`config.mk`:
```
export PLATFORM = sky130hd
export DESIGN_NAME = phy_stim_lane
export DESIGN_NICKNAME = d
export VERILOG_FILES = /design/src/rtl/phy_stim_gen_chk.sv
export SDC_FILE = /design/constraint.sdc
export NUM_CORES = 1
export LEC_CHECK = 0
export ABC_AREA = 1
export CORE_MARGIN = 2
export CORE_UTILIZATION = 44
export DETAILED_ROUTE_END_ITERATION = 10
export HOLD_SLACK_MARGIN = 0.02
export PLACE_DENSITY = 0.77
export SLEW_MARGIN = 15
export SYNTH_ARGS = -nofsm -noshare
export SYNTH_HDL_FRONTEND = slang
export SYNTH_SLANG_ARGS = --single-unit
```
`constraint.sdc`:
```
create_clock -name clk_f -period 0.8 [get_ports clk_f]
set_clock_uncertainty 0.05 [all_clocks]
set_input_delay 0.16 -clock clk_f [delete_from_list [all_inputs] [get_ports clk_f]]
set_output_delay 0.16 -clock clk_f [all_outputs]
set_load 0.01 [all_outputs]
```
`src/rtl/phy_stim_gen_chk.sv`:
```
// PHY transmit-path stimulus generator (inc / gapped-inc / dec patterns over LANES lanes)
// plus a cycle-by-cycle checker comparing behavioural and synthesized output streams.

module phy_stim_lane #(
  parameter int unsigned WIDTH = 8,
  parameter int unsigned LANE  = 0
) (
  input  logic             clk_f,
  input  logic             reset_L,
  input  logic             clear,
  input  logic             load,
  input  logic             dec,
  input  logic [WIDTH-1:0] seed,
  input  logic [WIDTH-1:0] beat,
  output logic [WIDTH-1:0] data
);
  logic [WIDTH-1:0] data_d, data_q;
  logic [WIDTH-1:0] base;

  assign base = seed + WIDTH'(LANE);

  always_comb begin
    data_d = data_q;
    if (clear)     data_d = '0;
    else if (load) data_d = dec ? (base - beat) : (base + beat);
  end

  always_ff @(posedge clk_f or negedge reset_L) begin
    if (!reset_L) data_q <= '0;
    else          data_q <= data_d;
  end

  assign data = data_q;
endmodule

```
-- After elaboration in Yosys (flattened, before gate mapping)
Index checks and enable logic that the tools add are counted.
Widths: inputs -> output; s select.
- reduce and logical (&&, ||, !) cells: 1
- muxes and demuxes: 3
- add/subtract/negate cells: 2
- operators by type and width (operator ; count):
    $mux 8 ; 3
    $add 8x8->8 ; 1
    $sub 8x8->8 ; 1
    $reduce_bool 2->1 ; 1
- bits of input ports: 21
- flip-flop bits (word level): 8
- logic and storage cells: 7
- output and inout bits: 8

-- Depth between registers and ports, before layout
- depth after elaboration: 4
- gate-level depth with buffers: 17
- depth with buffers taken out: 17

-- Worst setup path after synthesis
Ideal clock, no wire load.
- kind: input port to flip-flop
- start: input beat[0]
- end: register data_q[7] (netlist: data[7])
- required time: 0.633 ns
- arrival time: 1.741 ns
- slack: -1.108 ns
- buffers on the path: 0
- stages: 15
- cells stage by stage: inv_1 -> ha_1 -> inv_1 -> nor2_1 -> nand2_1 -> o21ai_0 -> xnor2_1 -> inv_1 -> ha_1 -> a21oi_1 -> nand2_1 -> a21oi_1 -> nand3_1 -> nand3_1 -> nand2_1
- longest elaborated chain between the ends: 4
- elaborated cells on any way between the ends: 5
- classes of those cells: 2 x add/sub; 3 x mux
- RTL lines (what ; line ; source):
    start, declared ; 14 ; input logic [WIDTH-1:0] beat,
    $add 8x8->8 or $sub 8x8->8 (tied branches) ; 25 ; else if (load) data_d = dec ? (base - beat) : (base + beat);
    $mux 8 * (2 in a row) ; 25 ;
    $mux 8 * ; 24 ; if (clear) data_d = '0;
    end signal, assigned ; 30 ; else data_q <= data_d;
    end, declared ; 17 ; logic [WIDTH-1:0] data_d, data_q;
Every way passes the cells marked *; elsewhere a longest branch is shown, timed or not. The select of a mux whose other input is x is not followed.
A chain may end at the register's enable or synchronous reset.

-- Final worst setup path
- start: input beat[1]
- end: register data_q[7] (netlist: data[7])
The elaborated chain is that of the path after synthesis.

==> results.tsv <==
metric	value	unit
initial core utilization	47.0	%
final-report setup violation count	15	
outcome	complete, but fails checks	
number of detailed-route iterations in the first pass	4	
Final Critical Period	1.77	ns
warnings from Yosys	0	
violated checks	setup timing	
most common cell after layout, fill and taps aside	sky130_fd_sc_hd__nand2_1	
worst flop-to-flop path startpoint	data[2]	
dpl hpwl	1870	um
P_leak	0.793	nW
Row Count	15	
kind of capture point of the worst setup path	flip-flop	
clock-pin slew on the worst setup and hold paths	0.06	ns
Arrival @ worst endpoint	1.88	ns
maximum clock rate	564	MHz
number of flip-flops in the largest register	8	
Design Power	2.00	mW
synthesis-to-layout area growth	87.3	%
fraction of layout instances using a drive strength above 1	44.6	%
Max Cap Viol	0	
port bufs	28	
maximum number of pins on one net before global-route repair	9	
number of nets in the final layout	218	
Mean Syn Cell Area	6.46	sq um
Seq/Total Area, Yosys	24.4	%
Floorplan Core Area	1750	sq um
io pins	29	
clock tree from TritonCTS	done	
die width	47.2	um
top library cells by usage in the layout, fill and taps aside	sky130_fd_sc_hd__nand2_1 (27), sky130_fd_sc_hd__buf_4 (25), sky130_fd_sc_hd__inv_1 (16)	
diode insertion count for antenna repair	0	
Residual DRC	0	
post-synthesis instance total	127	
grt ovf	0	
RSZ-0062 raised after global routing	true	
synthesis-stage register bit count	8	
type of the tightest min-delay check	in2async	
last weighted congestion value of the routability-driven placer	0.799	
required time at the worst-slack endpoint	0.91	ns
Synth Cell Area	821	sq um
via count of the first global-routing pass	1026	
worst setup path category	in2reg	
global-route wire length before repair	4000	um
total global routing track utilization	25.7	%
fin. max-slew vios	0	
highest ir drop seen on vdd	1.29	mV
die outline height	47.2	um
detailed-route via count	1110	
starting DRC count in detailed routing	38	
Final Routed Wirelength	3170	um
count of H-tree levels built during CTS	1	
wire length per cell after detailed routing	15.0	um
summed area of non-filler cells in the final layout	1540	sq um
reg2reg path depth	4	
number of nets in the synthesized netlist	157	
Inserted Clock Buffers	3	
number of distinct standard cells referenced by the synthesized netlist	15	
slew margin rel.	84.4	%
Startpoint Class	primary input	
# placed instances	201	
r2r setup slk	-0.12	ns
initial antenna violation count	0	
CTS root buffer	sky130_fd_sc_hd__clkbuf_4	
final standard cell count with taps included and fillers excluded	211	
clock sinks	8	
final core occ	88.1	%
later-pin clock latency in the skew report	0.26	ns
fill cell count	97	
cell area after placement	1380	sq um
buffer levels on the longest clock path	2	
maximum fanout along the worst path	3	
number of antenna-violating nets in the routed design	0	
Via density	5.26	
Die Area	2230	sq um
destination of the worst register-to-register timing path	data[2]	
worst setup margin	-0.972	ns
Power Density	1300	nW/um^2
Tcrit/Tclk final	221	%
final hold vios	0	
transition time at the pin with the least slew margin	0.233	ns
[how the worst max path moves through the flow]
| stage | startpoint | endpoint | cells after the start |
|---|---|---|---|
| after floorplan | beat[1] | data[7] | 17 |
| after global placement | beat[0] | data[5] | 15 |
| after detailed placement | beat[0] | data[5] | 15 |
| after CTS | beat[1] | data[7] | 19 |
| after global routing | beat[1] | data[7] | 16 |
| final | beat[1] | data[7] | 16 |
[per-layer routing]
layer | part of all wire (%) | GRT usage (%) | vias up | wire (um)
met5 | 0 | 0 | - | 0
met4 | 5.7 | 8.33 | 0 | 182
met3 | 4.7 | 4.62 | 23 | 150
met2 | 54 | 51.8 | 52 | 1710
met1 | 36 | 25.9 | 511 | 1130
li1 | - | - | 524 | -
[layout make-up]
class	count	area, sq um	share of cell area [%]
tap	25	31.3	2.03
timing repair buffer	56	467	30.3
inverter	25	121	7.89
sequential	8	200	13.0
clock buffer	3	22.5	1.46
multi-input combinational	94	696	45.2
[worst max-delay path: stages]
cell and delay (ns):
sky130_fd_sc_hd__buf_12 0.11, sky130_fd_sc_hd__inv_12 0.04, sky130_fd_sc_hd__ha_4 0.13, sky130_fd_sc_hd__inv_4 0.04
sky130_fd_sc_hd__nor2_4 0.13, sky130_fd_sc_hd__nand2_2 0.07, sky130_fd_sc_hd__o21ai_2 0.14, sky130_fd_sc_hd__xnor2_1 0.13
sky130_fd_sc_hd__inv_1 0.09, sky130_fd_sc_hd__ha_4 0.26, sky130_fd_sc_hd__a21oi_2 0.18, sky130_fd_sc_hd__nand2_2 0.09
sky130_fd_sc_hd__a21oi_2 0.11, sky130_fd_sc_hd__nand3_1 0.08, sky130_fd_sc_hd__nand3_1 0.07, sky130_fd_sc_hd__nand2_1 0.05
[power by group]
part | switching, mW | internal, mW | leakage [nW]
sequential | 0.0275 | 0.452 | 0.106
clock | 0.156 | 0.173 | 0.0138
combinational | 0.596 | 0.592 | 0.673
[synth_stat cells, drive strengths merged]
cell type	instances	area [sq um]
inv	25	93.8
ha	8	100
or2	2	12.5
xnor2	2	17.5
nand3	10	50.1
dfrtp	8	200
nand2	37	144
nand4	4	25.0
xor2	4	35.0
fa	1	20.0
a21oi	7	38.8
nor2	9	33.8
o21ai	10	50.1
[logic make-up after synthesis]
group,count (synthesis),share of synthesized area [%]
xor+xnor,6,6.40
compound gates,17,10.8
buf+inv,25,11.4
fa+ha+maj,9,14.6
flops,8,24.4
simple gates,62,32.3
[metrics by stage]
stage	TNS (ns)	hold slack, ns	setup slack [ns]
after floorplan	-4.78	-0.186	-0.925
after CTS	-7.16	0.123	-0.969
after global placement	-13.15	0.396	-1.67
after global routing	-7.91	0.130	-1.06
final	-7.14	0.123	-0.972
after detailed placement	-13.54	0.401	-1.73
[repair_timing]
item,4_1_cts,5_1_grt
hold endpoints to repair,0,0
cloned,0,0
endpoints found under the setup margin,16,16
setup buffers,6,2
pin swaps,22,20
hold buffers,0,0
resized for setup,78,19
Note: power is estimated with default switching activity, not from simulation.
